[src/rtl/adapter_bus_arbiter.sv]
// Round-robin arbiter sharing one width-to-bus adapter among NREQ message producers.
// Optional per-requester message counters are enabled with `define ADAPTER_ARB_STATS_EN.
module adapter_bus_arbiter #(
  parameter int unsigned NREQ  = 4,
  parameter int unsigned width = 128,
  localparam int unsigned IDW  = $clog2(NREQ)
) (
  input  logic                    CLK,
  input  logic                    nRST,
  input  logic [NREQ-1:0]         req_pend,
  input  logic [NREQ-1:0]         req_enq__ENA,
  output logic [NREQ-1:0]         req_enq__RDY,
  input  logic [NREQ*width-1:0]   req_enq_v,
  input  logic [NREQ*16-1:0]      req_enq_size,
  output logic                    ad_enq__ENA,
  input  logic                    ad_enq__RDY,
  output logic [width-1:0]        ad_enq_v,
  output logic [15:0]             ad_enq_size,
  input  logic                    ad_last_beat,
  output logic [IDW-1:0]          owner,
  output logic                    owner_vld
`ifdef ADAPTER_ARB_STATS_EN
  ,
  input  logic [IDW-1:0]          stat_sel,
  output logic [31:0]             stat_cnt
`endif
);

  typedef enum logic [1:0] {StIdle, StIssue, StDrain} arbState_e;

  arbState_e        stateQ, stateD;
  logic [IDW-1:0]   ownerQ, ownerD;
  logic [IDW-1:0]   rrPtrQ, rrPtrD;
  logic [IDW-1:0]   pick;
  logic [IDW-1:0]   scanIdx;
  logic [IDW-1:0]   ownerInc;
  logic             anyPend;
  logic             ownerPend;
  logic             ownerEna;
  logic [width-1:0] ownerData;
  logic [15:0]      ownerSize;
  logic             handshake;

  // Scan downward so the candidate closest to rrPtrQ is the last one written.
  always_comb begin
    anyPend = 1'b0;
    pick    = '0;
    scanIdx = '0;
    for (int k = int'(NREQ) - 1; k >= 0; k--) begin
      scanIdx = IDW'((int'(rrPtrQ) + k) % int'(NREQ));
      for (int i = 0; i < int'(NREQ); i++) begin
        if (scanIdx == IDW'(i) && req_pend[i]) begin
          pick    = IDW'(i);
          anyPend = 1'b1;
        end
      end
    end
  end

  always_comb begin
    ownerPend = 1'b0;
    ownerEna  = 1'b0;
    ownerData = '0;
    ownerSize = '0;
    for (int i = 0; i < int'(NREQ); i++) begin
      if (ownerQ == IDW'(i)) begin
        ownerPend = req_pend[i];
        ownerEna  = req_enq__ENA[i];
        ownerData = req_enq_v[i*width +: width];
        ownerSize = req_enq_size[i*16 +: 16];
      end
    end
  end

  always_comb begin
    req_enq__RDY = '0;
    for (int i = 0; i < int'(NREQ); i++) begin
      req_enq__RDY[i] = (stateQ == StIssue) && (ownerQ == IDW'(i)) && ad_enq__RDY;
    end
  end

  assign handshake = (stateQ == StIssue) && ownerEna && ad_enq__RDY;
  assign ownerInc  = (ownerQ == IDW'(NREQ - 1)) ? '0 : ownerQ + 1'b1;

  always_comb begin
    stateD      = stateQ;
    ownerD      = ownerQ;
    rrPtrD      = rrPtrQ;
    ad_enq__ENA = 1'b0;
    ad_enq_v    = '0;
    ad_enq_size = '0;
    unique case (stateQ)
      StIdle: begin
        if (anyPend) begin
          ownerD = pick;
          stateD = StIssue;
        end
      end
      StIssue: begin
        ad_enq__ENA = handshake;
        if (handshake) begin
          ad_enq_v    = ownerData;
          ad_enq_size = ownerSize;
          // A zero-length message produces no beats, so there is nothing to drain.
          if (ownerSize == 16'd0) begin
            stateD = StIdle;
            rrPtrD = ownerInc;
          end else begin
            stateD = StDrain;
          end
        end else if (!ownerPend) begin
          stateD = StIdle;
          rrPtrD = ownerInc;
        end
      end
      StDrain: begin
        if (ad_last_beat) begin
          stateD = StIdle;
          rrPtrD = ownerInc;
        end
      end
      default: stateD = StIdle;
    endcase
  end

  always_ff @(posedge CLK or negedge nRST) begin
    if (!nRST) begin
      stateQ <= StIdle;
      ownerQ <= '0;
      rrPtrQ <= '0;
    end else begin
      stateQ <= stateD;
      ownerQ <= ownerD;
      rrPtrQ <= rrPtrD;
    end
  end

  assign owner     = ownerQ;
  assign owner_vld = (stateQ != StIdle);

`ifdef ADAPTER_ARB_STATS_EN
  logic [31:0] statCntQ [NREQ];

  always_ff @(posedge CLK or negedge nRST) begin
    if (!nRST) begin
      for (int i = 0; i < int'(NREQ); i++) statCntQ[i] <= '0;
    end else if (handshake) begin
      for (int i = 0; i < int'(NREQ); i++) begin
        if (ownerQ == IDW'(i) && statCntQ[i] != '1) statCntQ[i] <= statCntQ[i] + 32'd1;
      end
    end
  end

  always_comb begin
    stat_cnt = '0;
    for (int i = 0; i < int'(NREQ); i++) begin
      if (stat_sel == IDW'(i)) stat_cnt = statCntQ[i];
    end
  end
`endif

endmodule

[config.mk]
export PLATFORM = sky130hd
export DESIGN_NAME = adapter_bus_arbiter
export DESIGN_NICKNAME = d
export VERILOG_FILES = /design/src/rtl/adapter_bus_arbiter.sv
export SDC_FILE = /design/constraint.sdc
export NUM_CORES = 1
export LEC_CHECK = 0
export CAP_MARGIN = 20
export CORE_AREA = 3 3 285 287
export CTS_BUF_LIST = sky130_fd_sc_hd__clkbuf_16
export CTS_CLUSTER_SIZE = 8
export DETAILED_ROUTE_END_ITERATION = 10
export DIE_AREA = 0 0 288 290
export DONT_BUFFER_PORTS = 1
export REMOVE_ABC_BUFFERS = 1
export SLEW_MARGIN = 20
export SYNTH_ARGS = -nofsm -noshare
export SYNTH_HDL_FRONTEND = slang
export SYNTH_SLANG_ARGS = --single-unit
[constraint.sdc]
create_clock -name CLK -period 6.15 [get_ports CLK]
set_input_delay 1.23 -clock CLK [delete_from_list [all_inputs] [get_ports CLK]]
set_output_delay 1.23 -clock CLK [all_outputs]
set_load 0.03 [all_outputs]
==> flow_summary.ini <==
[outcome]
status = complete, no violations

[setup_path]
crit_fanout = 79
critPathLaunchType = flip-flop
worst_setup_path_end_kind = primary output
arrival_ps = 3860
cp.required_ps = 4920
path_class = reg -> out

[die]
die-area_um2 = 83500
die_width_um = 288
rows = 103
initial_utilization = 0.0756
num_io_pins = 740
dieHeight_um = 290
core_um2 = 78900

[clock_network]
clk_latency_ps = 230
htree_levels = 1
cts_root_buf = clkbuf_16
numCtsBuffers = 3
tritoncts = built
cts_sinks = 6
cts-hold-fix-buffers = 0
path_clk_slew_ps = 30
cts_setup_buffers = 0
clock_path_buffers = 2
cts_resized = 0

[global_route]
grt_pass1_wl_um = 68000
antenna_found_initial = 26
grt_pass1_vias = 7773
grtUsageTotal = 0.119
grt_max_degree = 154
grt_overflow = 0

[cells_and_area]
fillCellCount = 9365
area_growth_pct = 20.6
nets = 1676
final_cells = 2146
drive_gt1_frac = 0.0306

[power]
ir_worst_vdd_mv = 0.422
power_mw = 4.03
p_leak_nw = 2.10
p_per_area_nw_per_um2 = 560

[timing]
slew_violations = 0
tightestPinTransition_ps = 958
fin_skew_ps = 0.396
fin_setup_tns_ps = 0
relSlewSlack = 0.357
fin_ws_ps = 1060
fin_crit_ps = 5090
fmax_mhz = 196
finalCritPeriodShare = 0.828
rsz0062_at_grt = no
final_hold_viol_count = 0
setup_viol = 0

[synthesis]
synth-seq-cells = 6
synth_top_flop_cell = dfrtp_1
yosysWarnings = 0
synth.avg_cell_area_um2 = 5.04
synthArstFlopShare = 1.00
synth_edf_count = 0
netlist_area_um2 = 5960
ys_seq_area_frac = 0.0252
synth_cell_types = 36
synth_cells = 1182

[detailed_routing]
dr_total_vias = 8670
wire_per_inst_um = 25.3
drtIter0Drc = 614
postRouteAntennaNets = 0
first_pass_iters = 5
drc = 0
wl_um = 54400
vias_per_cell = 4.04

[placed_design]
place_hpwl_um = 47500
gp_congestion = 0.999
io_buffers = 0
placed_cells = 2126
dp_slack_ps = 1200

[flow_run]
cap_violations = 0

[hold_path]
hold_path_class = reg -> reg
==> cell usage after synthesis, types with 2 or more instances <==
library cell | n | area, um2
o21ai_0 | 4 | 20.0
ha_1 | 7 | 87.6
clkbuf_1 | 96 | 360
nor2_1 | 257 | 965
a21oi_1 | 384 | 1920
nor3_1 | 19 | 95.1
buf_6 | 4 | 45.0
o211a_1 | 16 | 160
nand3b_1 | 126 | 946
buf_1 | 15 | 56.3
o22ai_1 | 27 | 169
o221ai_1 | 2 | 17.5
a221oi_1 | 2 | 17.5
inv_1 | 11 | 41.3
nand2_1 | 168 | 631
o21a_1 | 2 | 15.0
dfrtp_1 | 6 | 150
nand2b_1 | 2 | 12.5
o211ai_1 | 3 | 22.5
and3_1 | 4 | 25.0
buf_2 | 9 | 45.0
nor2b_1 | 4 | 25.0
==> state kept, by name, indices dropped and copies added (netlist names) <==
register and cells:
owner 2, rrPtrQ 2, stateQ 2
==> kinds of logic after synthesis <==
group,synth area share
adders and majority gates,0.0147
AOI/OAI and AO/OA,0.399
muxes,0.00189
buffers and inverters,0.0967
DFF,0.0252
and+or+nand+nor,0.462
==> cells in the final DEF, fill, tap and decap left out, types with 2 or more instances in the layout <==
cell type	count
nor2b_1	4
nand2b_1	2
ha_1	3
o211ai_1	3
o22ai_1	27
nand2_1	168
inv_1	11
ha_4	4
diode_2	17
nor3_1	18
buf_4	12
o21ai_0	4
buf_12	8
dfrtp_1	6
o211a_1	16
nor2_1	257
o21a_1	2
a21oi_1	384
clkbuf_16	3
and3_1	4
nand3b_1	126
a221oi_1	2
o221ai_1	2
==> metrics by stage <==
stage               hold WS [ps]  cell area (um2)  utilization
finish                       566             7190       0.0911
detailed placement           562             7070       0.0896
global placement             527             7070       0.0896
floorplan                    507             5430            -
global route                 593             7170       0.0909
CTS                          555             7150       0.0906
==> worst paths after layout <==
check | start | to | slack, ps | cells past startpoint
max in group asynchronous | nRST | rrPtrQ[0] | 5380 | 0
worst min register to register | stateQ[1] | stateQ[1] | 570 | 1
worst max register to register | owner[0] | rrPtrQ[1] | 2100 | 8
worst max-delay path | owner[1] | ad_enq_v[54] | 1060 | 7
worst min-delay path | stateQ[1] | stateQ[1] | 570 | 1
min in group asynchronous | nRST | stateQ[0] | 700 | 0
==> routing by layer <==
| metal | share of wire | wire length [um] | GRT usage | vias to the layer above |
|---|---|---|---|---|
| met2 | 0.45 | 24700 | 0.197 | 662 |
| met1 | 0.43 | 23500 | 0.151 | 3956 |
| met5 | 0.00098 | 53 | 0 | - |
| met3 | 0.074 | 4040 | 0.0244 | 120 |
| met4 | 0.038 | 2080 | 0.0408 | 8 |
| li1 | - | - | - | 3924 |
==> worst max-delay path, stage by stage, from the launching register on <==
cell     delay (ps)
dfrtp_1         550
inv_1           230
ha_4            780
o21ai_0         350
a32oi_4         400
buf_12          330
buf_4           550
nor2_1          320
==> cell type report <==
type	count	area [um2]	share of cell area
Clock buffer	3	75.1	0.0104
Sequential cell	6	150	0.0209
Tap cell	1050	1310	0.183
Timing Repair Buffer	20	250	0.0348
Multi-Input combinational cell	1038	5310	0.739
Antenna cell	17	42.5	0.00592
Inverter	12	47.5	0.00661
==> power by group <==
| group | leakage (nW) | switching (mW) | internal, mW | total [mW] |
|---|---|---|---|---|
| Combinational | 1.98 | 2.63 | 1.19 | 3.82 |
| Clock | 0.0371 | 0.0221 | 0.0835 | 0.106 |
| Sequential | 0.0745 | 0.0440 | 0.0610 | 0.105 |
| Total | 2.10 | 2.69 | 1.33 | 4.03 |
(Power assumes the default switching activity.)
==> RTL edit, RTL diff (same flow settings) <==
The 3 states of `arbState_e` get a one-hot encoding in 3 bits.
--- a/src/rtl/adapter_bus_arbiter.sv
+++ b/src/rtl/adapter_bus_arbiter.sv
@@ -27,5 +27,5 @@
 );
 
-  typedef enum logic [1:0] {StIdle, StIssue, StDrain} arbState_e;
+  typedef enum logic [2:0] {StIdle = 3'b001, StIssue = 3'b010, StDrain = 3'b100} arbState_e;
 
   arbState_e        stateQ, stateD;
Function: same outputs for any inputs over 4 cycles, from zero or initial values and one cycle with nRST low; so few cycles prove little.
==> RTL edit against the unedited design <==
Combinational power is 8.1% lower; clock power is 5% higher; count of clock-buffer cells in the layout did not move; synthesized area grew 1.3%; largest power group unchanged; final cell count is 0.42% higher; sequential cell count increased by 1; hold slack improved by 0.026 ns; total power is 6.9% lower; design area rose by 1.3%; setup slack improved by 0.57 ns; register-to-register slack improved by 0.44 ns; routed wire length fell by 8.3%.
==> RTL edit: results (changes against the unedited design) <==
[worst_setup_path]
max_stage_delay_ns = 0.73  ; -0.05 ns
critPathMaxFanout = 143  ; +81%
worstPathArrival_ns = 3.29  ; -0.57 ns
critPathSlowestCell = dfrtp_1
path_delay_family = flip-flops

[placed_design]
dp_hpwl_um = 43620  ; -8.1%
place_ws_ns = 1.901  ; +0.7040 ns
post_dp_cell_area_um2 = 7139  ; +0.97%

[cells_and_area]
seq_area_um2 = 176.4  ; +17%
buffer_area_share_pct = 3.506  ; +0.024 points
n_antenna_cell = 25  ; +8
nNetsFinal = 1673  ; -0.18%
layout-drive-gt1-share_pct = 3.611  ; +0.55 points
n_all_buffers = 19  ; -5.0%
numSequentialCells = 7  ; +1
clockNetworkAreaShare_pct = 1.083  ; +0.038 points
multi_input_area_share_pct = 73.47  ; -0.39 points
clkbuf_count = 3  ; unchanged

[timing]
maxSlewHeadroom_pct = 33.75  ; -1.9 points
clock-skew-final_ns = 0.001959  ; +0.001563 ns

[run_status]
status = finished, final reports clean

[logic_synthesis]
netlist_area_um2 = 6037  ; +1.3%
synth_compound_area_share_pct = 40.02  ; +0.10 points
yosysUniqueCellTypes = 43  ; +19%
synth_mux_area_share_pct = 0.5803  ; +0.39 points
ys_top_cells_by_area = a21oi_1 32%, nor2_1 16%, nand3b_1 16%
syn_inst = 1183  ; +0.085%
synthAdderAreaFrac_pct = 0.8290  ; -0.64 points

[grt]
grt_max_degree = 147  ; -4.5%
antenna_found_initial = 37  ; +42%
use_met3_pct = 2.577  ; +0.14 points
grt_pass1_wl_um = 63050  ; -7.3%

[route]
wl_per_cell_um = 23.13  ; -8.7%
wl_um = 49850  ; -8.3%
drt_iter0_markers = 622  ; +1.3%
viasPerCell = 4.002  ; -0.93%

[pwr]
p_int_mw = 1.338  ; +0.45%
ir_worst_vdd_mv = 0.2998  ; -29%

## RTL edit: cell count changes after synthesis, moves of 3 or more
cell and change:
clkbuf_1 -18, buf_6 -3, ha_1 -3, o22ai_1 -4
and2_1 +4, nand2_1 -5, buf_2 +21
## RTL edit: final timing paths
| kind | cells past startpoint | startpoint | endpoint | slack, ns |
|---|---|---|---|---|
| min in group asynchronous | 0 | nRST | owner[0] | 0.69 |
| hold / removal | 2 | rrPtrQ[0] | rrPtrQ[0] | 0.59 |
| hold reg to reg | 2 | rrPtrQ[0] | rrPtrQ[0] | 0.59 |
| max in group asynchronous | 0 | nRST | stateQ[0] | 5.29 |
| setup / recovery | 8 | owner[0] | ad_enq_v[80] | 1.63 |
| setup reg to reg | 9 | owner[0] | stateQ[0] | 2.54 |
## RTL edit: power groups by stage
| stage | clock network, mW | logic, mW | registers, mW |
|---|---|---|---|
| 2_1_floorplan | 0 | 2.81 | 0.106 |
| 3_3_place_gp | 0 | 3.43 | 0.129 |
| 3_5_place_dp | 0 | 3.47 | 0.130 |
| 4_1_cts | 0.113 | 3.48 | 0.129 |
| 5_1_grt | 0.115 | 3.89 | 0.134 |
| 6_report | 0.111 | 3.51 | 0.129 |
## RTL edit: cell families (layout without fill, tap and decap cells)
logic type | count (synthesis) | count (layout)
AO/OA/AOI/OAI | 443 | 443
buffers and inverters | 138 | 35
flip-flops | 7 | 7
adder cells (fa/ha/maj) | 4 | 4
multiplexers | 3 | 3
AND/OR/NAND/NOR | 588 | 588
other | 0 | 25
## RTL edit: per-layer routing
layer	routed length [um]	share of wire, %	up-vias
li1	-	-	3932
met1	20820	42	3961
met2	22630	45	627
met3	4330	8.7	93
met4	1993	4.0	12
met5	76	0.15	-
